## src/rtl/fetch_unit.sv

```systemverilog
// Instruction-fetch stage for the single-cycle RV32I core.
// Owns the PC, fetches over a ready handshake, holds the fetched word for one
// execute cycle, then selects the next PC from the control unit's PCSrc.
module fetch_unit #(
  parameter logic [31:0] RESET_PC  = 32'h0000_0000,
  parameter logic [31:0] NOP_INSTR = 32'h0000_0013
) (
  input  logic        clk,
  input  logic        rst_n,
  output logic        imem_req,
  output logic [31:0] imem_addr,
  input  logic        imem_ready,
  input  logic [31:0] imem_rdata,
  output logic [31:0] Instr,
  output logic        instr_valid,
  output logic [31:0] PC,
  output logic [31:0] PCPlus4,
  input  logic [1:0]  PCSrc,
  input  logic [31:0] ImmExt,
  input  logic [31:0] ALUResult,
  input  logic        stall,
  output logic        fault,
  output logic [31:0] retire_count
);

  typedef enum logic [1:0] {StIdle, StReq, StExec, StHalt} state_e;

  state_e      state_q;
  logic [31:0] pc_q;
  logic [31:0] instr_q;
  logic        instr_valid_q;
  logic        imem_req_q;
  logic        fault_q;
  logic [31:0] retire_q;
  logic [31:0] pc_plus4;
  logic [31:0] target;

  assign pc_plus4     = pc_q + 32'd4;
  assign imem_req     = imem_req_q;
  assign imem_addr    = pc_q;
  assign Instr        = instr_q;
  assign instr_valid  = instr_valid_q;
  assign PC           = pc_q;
  assign PCPlus4      = pc_plus4;
  assign fault        = fault_q;
  assign retire_count = retire_q;

  // Next-PC candidate; PCSrc may depend on Instr in the same cycle.
  always_comb begin
    target = pc_plus4;
    unique case (PCSrc)
      2'b01:   target = pc_q + ImmExt;
      2'b10:   target = ALUResult & ~32'h1;
      default: target = pc_plus4;
    endcase
  end

  // Fetch FSM with all outputs registered alongside the state.
  always_ff @(posedge clk or negedge rst_n) begin
    if (!rst_n) begin
      state_q       <= StIdle;
      pc_q          <= RESET_PC;
      instr_q       <= NOP_INSTR;
      instr_valid_q <= 1'b0;
      imem_req_q    <= 1'b0;
      fault_q       <= 1'b0;
      retire_q      <= 32'd0;
    end else begin
      unique case (state_q)
        StIdle: begin
          state_q    <= StReq;
          imem_req_q <= 1'b1;
        end
        StReq: begin
          if (imem_ready) begin
            instr_q       <= imem_rdata;
            instr_valid_q <= 1'b1;
            imem_req_q    <= 1'b0;
            state_q       <= StExec;
          end
        end
        StExec: begin
          // Stall wins over fault detection: nothing moves while held.
          if (!stall) begin
            instr_q       <= NOP_INSTR;
            instr_valid_q <= 1'b0;
            if (target[1]) begin
              fault_q <= 1'b1;
              state_q <= StHalt;
            end else begin
              pc_q       <= target;
              retire_q   <= retire_q + 32'd1;
              imem_req_q <= 1'b1;
              state_q    <= StReq;
            end
          end
        end
        StHalt: begin
          // Only reset leaves HALT.
          state_q <= StHalt;
        end
        default: state_q <= StIdle;
      endcase
    end
  end

endmodule
```

## config.mk

```make
export PLATFORM = sky130hd
export DESIGN_NAME = fetch_unit
export DESIGN_NICKNAME = d
export VERILOG_FILES = /design/src/rtl/fetch_unit.sv
export SDC_FILE = /design/constraint.sdc
export NUM_CORES = 1
export LEC_CHECK = 0
export CAP_MARGIN = 10
export CORE_MARGIN = 2
export CORE_UTILIZATION = 41
export CTS_CLUSTER_SIZE = 28
export DETAILED_ROUTE_END_ITERATION = 16
export GPL_ROUTABILITY_DRIVEN = 0
export GPL_TIMING_DRIVEN = 0
export HOLD_SLACK_MARGIN = 0.02
export PLACE_DENSITY = 0.78
export RECOVER_POWER = 50
export REMOVE_ABC_BUFFERS = 1
export SLEW_MARGIN = 0
export SYNTH_ARGS = -nofsm -noshare
export SYNTH_HDL_FRONTEND = slang
export SYNTH_SLANG_ARGS = --single-unit
```

## constraint.sdc

```tcl
create_clock -name clk -period 2.8 [get_ports clk]
set_input_delay 0.56 -clock clk [delete_from_list [all_inputs] [get_ports clk]]
set_output_delay 0.56 -clock clk [all_outputs]
set_load 0.02 [all_outputs]
```

## Word-level counts from Yosys, hierarchy flattened

Index checks and enable logic that the tools add are counted.

- Output and inout port bits: 163
- Memories: 0
- Memory bits (read-only): 0
- Memory bits (writable): 0
- Bits in registers: 100
- Bits in latches: 0

- Equality and inequality tests: 8
- Bitwise operators: 2
- Multipliers: 0
- Reduce and logical (&&, ||, !) cells: 8
- Add/sub/neg operators: 3
- $lt $le $gt $ge: 0
- Shifts and indexed selects: 0
- Multiplexer cells: 15
- Div/mod/pow operators: 0

Operators with widths:

| cell | count |
|---|---|
| 32-bit case mux with 2 select lines | 2 |
| 32-bit two-way mux | 2 |
| 32-bit by 1-bit adder with 32-bit output (second input constant) | 1 |
| 32-bit by 3-bit adder with 32-bit output (second input constant) | 1 |
| 32-bit adder | 1 |
| 3-bit AND reduction | 3 |
| 2-bit case mux with 4 select lines | 1 |
| 2-bit == test (second input constant) | 3 |
| 2-bit two-way mux | 3 |
| 2-bit inequality test (second input constant) | 3 |
| 1-bit two-way mux | 5 |
| 2-bit by 1-bit == test with 1-bit output (second input constant) | 2 |
| 4-bit AND reduction | 1 |
| 1-bit case mux with 3 select lines | 1 |
| 3-bit nonzero test | 1 |
| 2-bit logical NOT | 1 |
| 1-bit NOT | 2 |
| 1-bit case mux with 2 select lines | 1 |
| 2-bit AND reduction | 1 |
| 2-bit nonzero test | 1 |

## Logic depth before layout (Yosys ltp)

- Word-level depth: 5
- Depth in mapped cells: 10
- Gate-level depth less buffers: 10

## Least setup slack after synthesis

OpenSTA, ideal clock, no wires.

- Path type: register to output
- Start point: reg pc_q[4], in the netlist PC[4]
- End point: out PCPlus4[31]
- Path slack: 21 ps
- Data arrival time: 2,219 ps
- Cell stages (with the launch flop): 7
- Required time: 2,240 ps
- Cells stage by stage: dfrtp_1 -> nand3_2 -> nor4_4 -> nand4_2 -> nor2_1 -> and3_1 -> xor2_1

- Longest elaborated chain between the ends: 1

RTL lines:

| item | line | source |
|---|---|---|
| from (decl) | 29 | `logic [31:0] pc_q;` |
| from (signal assigned) | 91 | `pc_q <= target;` |
| 32-bit by 3-bit adder with 32-bit output | 38 | `assign pc_plus4 = pc_q + 32'd4;` |
| to (decl) | 17 | `output logic [31:0] PCPlus4,` |

No other way between the ends.

## Final worst setup path

- Start point: in ImmExt[9]
- End point: reg pc_q[30], in the netlist PC[30]

- Longest elaborated chain between the ends: 2

RTL lines:

| item | line | source |
|---|---|---|
| from (decl) | 19 | `input logic [31:0] ImmExt,` |
| 32-bit adder | 52 | `2'b01: target = pc_q + ImmExt;` |
| 32-bit case mux with 2 select lines | 51 | `unique case (PCSrc)` |

No other way between the ends.
A chain may end at the register's enable or synchronous reset.

==> qor.yml <==
synth_fa_ha_area_share_pct: 6.138
outcome: "finished with violations"
final_util_pct: 66.59
synth_top_area_share_pct: 34.02
die_w_um: 135.9
combPwrFrac_pct: 59.0
antenna_found_initial: 1
crit_arrival_ps: 3120
clock-sinks: 100
drive_above_1_share_pct: 21.81
yosysMostFrequentCell: "dfrtp_1"
wl_per_cell_um: 20.26
final_cells: 1331
area_growth_syn_to_layout_pct: 60.31
cp.required_ps: 3030
numCtsBuffers: 9
synth-async-reset-ratio_pct: 100.0
h-tree-depth: 3
power_frac_clock_pct: 15.9
topRoutingLayerUsed: "met4"
fin_crit_sh_pct: 103.3
cts_buffer_depth: 2
p_int_w: 0.004976
synth_cell_types: 67
drv_cap: 1
num_vias: 7727
synth.mux.area_fraction_pct: 1.350
yosys_warnings: 0
switchingPower_w: 0.003743
vias_per_cell: 5.805
syn_inst: 810
synth_commonest_cells: "dfrtp_1, nand2_1, a21oi_1"
port-buffer-count: 260
drcViolationCount: 0
final.min_clock_period_ps: 2893
setup_ws_ps: -92.55
yosys.area_share.simple_pct: 17.63
overflow: 0
clkLatencyLatePin_ps: 360
synth_compound_area_share_pct: 23.10
wl_met2_um: 13150
fin_skew_ps: 17.48
dp.cells: 1236
grt_pass1_vias: 7066
ys_seq_area_share_pct: 35.13
grt_max_degree: 56
rsz0062_at_grt: "true"
violations: "capacitance limit, slew limit, setup timing"
hpwl_um: 17710
antenna_left: 0
p_total_w: 0.008720
synth_edf_count: 0
finalNetCount: 1237
netlist_area_mm2: 0.007134
drt_wl_total_um: 26960
crit_type: "in2reg"
final.setup.tns_ps: -339.0
startpoint: "ImmExt[9]"
worst_slew_pin_slew_ps: 1620
swShare_pct: 42.93
maxSlewHeadroom_pct: -7.973
crit_path_end_kind: "register"
synth.area.top_cells: "dfrtp_1, ha_1, xnor2_1"
floorplan.initialDensity_pct: 41.54
seqPwrFrac_pct: 25.1
finalMaxSlewViolations: 55
hold_class: "reg2reg"
fmax_ghz: 0.3457
fillers: 1352
initialDrtViolationCount: 584
synth_xor_area_share_pct: 9.944
r2r-start: "PC[2]$_DFFE_PN0P_"
grt_pass1_wl_um: 38070
firstDrtPassIters: 5
cts.clk_slew.worst_paths_ps: 80
setup-violations-final: 11
avgSynthCellArea_um2: 8.808
tritoncts: "built"
hp-start: "retire_count[31]$_DFFE_PN0P_"
yosysTopAreaCell: "dfrtp_1"
multiInputGateArea_mm2: 0.004810
die_area_mm2: 0.01847
path_max_fanout: 7
critPathLaunchType: "primary input"
ys_ff_latch: 100
synth_ff_type: "dfrtp_1"
vdd_drop_max_mv: 0.4923
dr_wl_met3_um: 2478
core_area_mm2: 0.01718
p_leak_nw: 5.063
ctsRootBufferMaster: "clkbuf_16"
drt-met1-wl_um: 10570
final_hold_viol_count: 0
register_area_mm2: 0.002529
fp-row-count: 48
io_pins: 265
grt.total_usage_pct: 26.71
synth_top_family_by_area: "compound AO/OA/AOI/OAI gates"
power.density_mw_per_mm2: 762.4
placed_area_mm2: 0.009799
design_area_mm2: 0.01144
die_y_um: 135.9
placed cells by master, fill, tap and decap left out, drive strengths merged, types with 29 or more instances in the layout:
cell type / Yosys / routed
clkdlybuf4s50: 0 / 163
dfrtp: 97 / 97
buf: 38 / 96
nand2: 71 / 71
dlygate4sd3: 0 / 63
a21oi: 61 / 61
nor2: 60 / 60
xnor2: 50 / 50
o21ai: 44 / 44
ha: 35 / 35
a22o: 33 / 33
xor2: 31 / 31
nand3: 29 / 29
critical path: stages:
cell and delay, ps:
clkdlybuf4s50_1 440, ha_4 320, nand4_1 160, nor4_4 320
a211oi_2 140, buf_4 160, a21oi_4 210, a211oi_4 110
or3b_1 380, a211oi_2 240, o21ai_1 80
cells by family (layout without fill, tap and decap cells):
logic type,after synthesis,after routing
and+or+nand+nor,252,252
AOI/OAI and AO/OA,241,241
DFF,100,100
buffers and inverters,91,384
xor gates and xnor gates,81,81
adders and majority gates,35,35
muxes,9,9
other,1,4
worst paths after layout:
path,end,slack (ps),depth (start not counted)
max,PC[30]$_DFFE_PN0P_,-90,11
min,retire_count[31]$_DFFE_PN0P_,460,1
min reg2reg,retire_count[31]$_DFFE_PN0P_,460,1
max in group asynchronous,PC[7]$_DFFE_PN0P_,1110,1
max reg2reg,PC[25]$_DFFE_PN0P_,-30,11
min in group asynchronous,PC[10]$_DFFE_PN0P_,610,1
layer usage:
| layer | vias up | track usage, % |
|---|---|---|
| met5 | - | 0 |
| met4 | 0 | 9.375 |
| met3 | 78 | 6.786 |
| met2 | 437 | 45.40 |
| met1 | 3693 | 32.90 |
| li1 | 3519 | - |
metrics by stage:
| stage | worst slack [ps] | hold slack, ps |
|---|---|---|
| floorplan | -858.3 | 264.4 |
| global placement | -3497 | 441.0 |
| detailed placement | -1767 | 453.4 |
| CTS | -164.9 | 315.2 |
| global route | -169.3 | 478.8 |
| finish | -92.55 | 464.0 |
power groups by stage:
stage / logic [W] / registers, W / clock network (W)
2_1_floorplan: 0.00184 / 0.00276 / 0
3_3_place_gp: 0.00421 / 0.00224 / 0
3_5_place_dp: 0.00431 / 0.00226 / 0
4_1_cts: 0.00478 / 0.00220 / 0.00141
5_1_grt: 0.00546 / 0.00223 / 0.00147
6_report: 0.00515 / 0.00219 / 0.00139
state kept, by name, indices dropped and copies added, names as in the netlist:
register      cells
Instr            32
PC               31
fault             1
imem_req          1
instr_valid       1
retire_count     32
state_q           2
repair_timing:
action,in CTS,in global routing
endpoints found under the setup margin,90,48
gates cloned,1,1
hold buffers,0,0
resized for setup,174,72
pin swaps,21,46
setup buffers,45,31
layout make-up:
type | count | area share [%]
Antenna cell | 1 | 0.02188
Clock buffer | 9 | 1.969
Clock inverter | 7 | 0.8971
Inverter | 23 | 0.7877
Multi-Input combinational cell | 621 | 42.05
Sequential cell | 100 | 22.11
Tap cell | 225 | 2.461
Timing Repair Buffer | 345 | 29.70
No activity file was read; power rests on OpenSTA's default activity.
==> RTL change (same flow settings) <==
Put one more register stage on the output `retire_count`, with the module's reset. The value now appears one clock later. The other outputs are not delayed to match.
--- a/src/rtl/fetch_unit.sv
+++ b/src/rtl/fetch_unit.sv
@@ -43,7 +43,13 @@
   assign PC           = pc_q;
   assign PCPlus4      = pc_plus4;
   assign fault        = fault_q;
-  assign retire_count = retire_q;
+  always_ff @(posedge clk or negedge rst_n) begin
+    if (!rst_n) begin
+      retire_count <= '0;
+    end else begin
+      retire_count <= retire_q;
+    end
+  end
 
   // Next-PC candidate; PCSrc may depend on Instr in the same cycle.
   always_comb begin
Check against the original RTL: not equivalent (a bounded check fails within 4 cycles, from zero or initial values and one cycle with rst_n low).
==> RTL change against the original RTL <==
The run ends with negative setup slack left; wire length grew 2.5%; critical path type is now register to output pin; critical endpoint is now PCPlus4[22]; largest cell class unchanged; sequential power increased by 22%; cell count up 1.1%; cell area increased by 6.8%; non-clock buffer count down 5; die area is 10% higher; setup slack worse by 0.013 ns; highest routed layer unchanged; area after synthesis is 11% higher; total power increased by 17%; sequential cell count increased by 32.
==> RTL change: results (changes against the original RTL) <==
| Metric | Value |
|---|---|
| Fillers | `1471 (was 1352)` |
| Type of the most critical hold path | `input port to async pin (was register to register)` |
| Post-synth top cells | `dfrtp_1, nand2_1, xnor2_1, a21oi_1, nor2_1 (was dfrtp_1, nand2_1, a21oi_1, nor2_1, xnor2_1)` |
| Setup slack at placement | `-1.809 ns (was -1.767 ns)` |
| Dpl cell area | `0.01051 sq mm (was 0.009799 sq mm)` |
| First-pass GRT wire length | `40570 um (was 38070 um)` |
| Vias in the first global route | `7501 (was 7066)` |
| DP Wirelength | `17650 um (was 17710 um)` |
| CP max stage cell | `dfrtp_2 (was clkdlybuf4s50_1)` |
| Largest net degree at the start of global routing | `87 (was 56)` |
| Clock transition at path regs | `0.06 ns (was 0.08 ns)` |
| Setup slack after layout | `-0.1057 ns (was -0.09255 ns)` |
| Status | `finished with violations (unchanged)` |
| Final net count | `1233 (was 1237)` |
| Share of cells above drive strength 1 | `0.2372 (was 0.2181)` |
| Final WL | `27630 um (was 26960 um)` |
| Post-synthesis sequential area ratio | `0.4191 (was 0.3513)` |
| GRT Total Usage | `0.2585 (was 0.2671)` |
| Initial DRC count | `430 (was 584)` |
| Num CTS Buffers | `17 (was 9)` |
| Synth cell types | `78 (was 67)` |
| Setup violations, final | `7 (was 11)` |
| Final Skew | `0.01654 ns (was 0.01748 ns)` |
| Worst slew pin tran | `1.318 ns (was 1.620 ns)` |
| Failing checks | `negative setup slack (was max-capacitance violations, max-slew violations, negative setup slack)` |
| Worst EP arrival | `2.35 ns (was 3.12 ns)` |
| Skew-Pair Late Insertion Delay | `0.42 ns (was 0.36 ns)` |
RTL change: metal layers:
layer	global-route usage	vias to the layer above	share of wire
li1	-	3492	-
met1	0.3167	3665	0.39
met2	0.4474	397	0.49
met3	0.06070	63	0.086
met4	0.08859	0	0.033
met5	0	-	0
RTL change: worst paths after layout:
kind	slack [ns]	start	to	cells after the start
worst max-delay path	-0.11	PC[2]	PCPlus4[22]	8
worst min-delay path	0.39	rst_n	PC[25]	1
worst max register to register	0.02	PC[7]	PC[27]	12
worst min register to register	0.39	retire_q[18]	retire_count[18]	0
max in group asynchronous	0.44	rst_n	PC[2]	2
min in group clk	0.39	retire_q[18]	retire_count[18]	0
RTL change: power breakdown:
group	internal [uW]	switching, uW
combinational	2440	2780
clock	1280	999
sequential	2320	352
RTL change: cell families (layout without fill, tap and decap cells):
logic type / count (synthesis) / in the layout / share of synthesized area
compound gates: 232 / 234 / 0.2066
simple gates: 218 / 218 / 0.1473
flops: 132 / 132 / 0.4191
buf+inv: 87 / 393 / 0.06184
xor+xnor: 86 / 86 / 0.09832
fa+ha+maj: 35 / 35 / 0.05550
mux: 8 / 8 / 0.01078
other cells: 1 / 5 / 0.0004753
RTL change: cell type report:
type,count,area share
antenna,2,0.0004096
clock buffer,17,0.03482
clock inverter,15,0.01546
inverter,20,0.006452
multi-input combinational,584,0.3813
sequential,132,0.2729
tap,234,0.02396
timing repair buffer,340,0.2643
timing repair inverter,1,0.0004096
RTL change: what timing repair did:
action,CTS,global route
gates cloned,3,0
setup endpoints to repair,89,48
buffers inserted,49,25
pin swaps,23,25
gates resized for setup,143,76
RTL change: worst register-to-register path, cell delays in order (launching register included):
cell	delay (ns)
dfrtp_2	0.42
buf_4	0.17
ha_2	0.38
nand4_1	0.21
nor2_2	0.19
a21oi_4	0.09
buf_4	0.15
a211oi_4	0.32
buf_4	0.18
o22ai_4	0.08
o221ai_1	0.25
xnor2_1	0.17
o21ai_1	0.08
RTL change: stage by stage:
stage                     utilization  cells  hold slack (ns)
after floorplan                     -    734           0.2644
after global placement         0.5531   1228           0.3610
after detailed placement       0.5599   1234           0.3761
after CTS                      0.6256   1318          0.08674
after global routing           0.6509   1344           0.3886
final                          0.6510   1345           0.3877
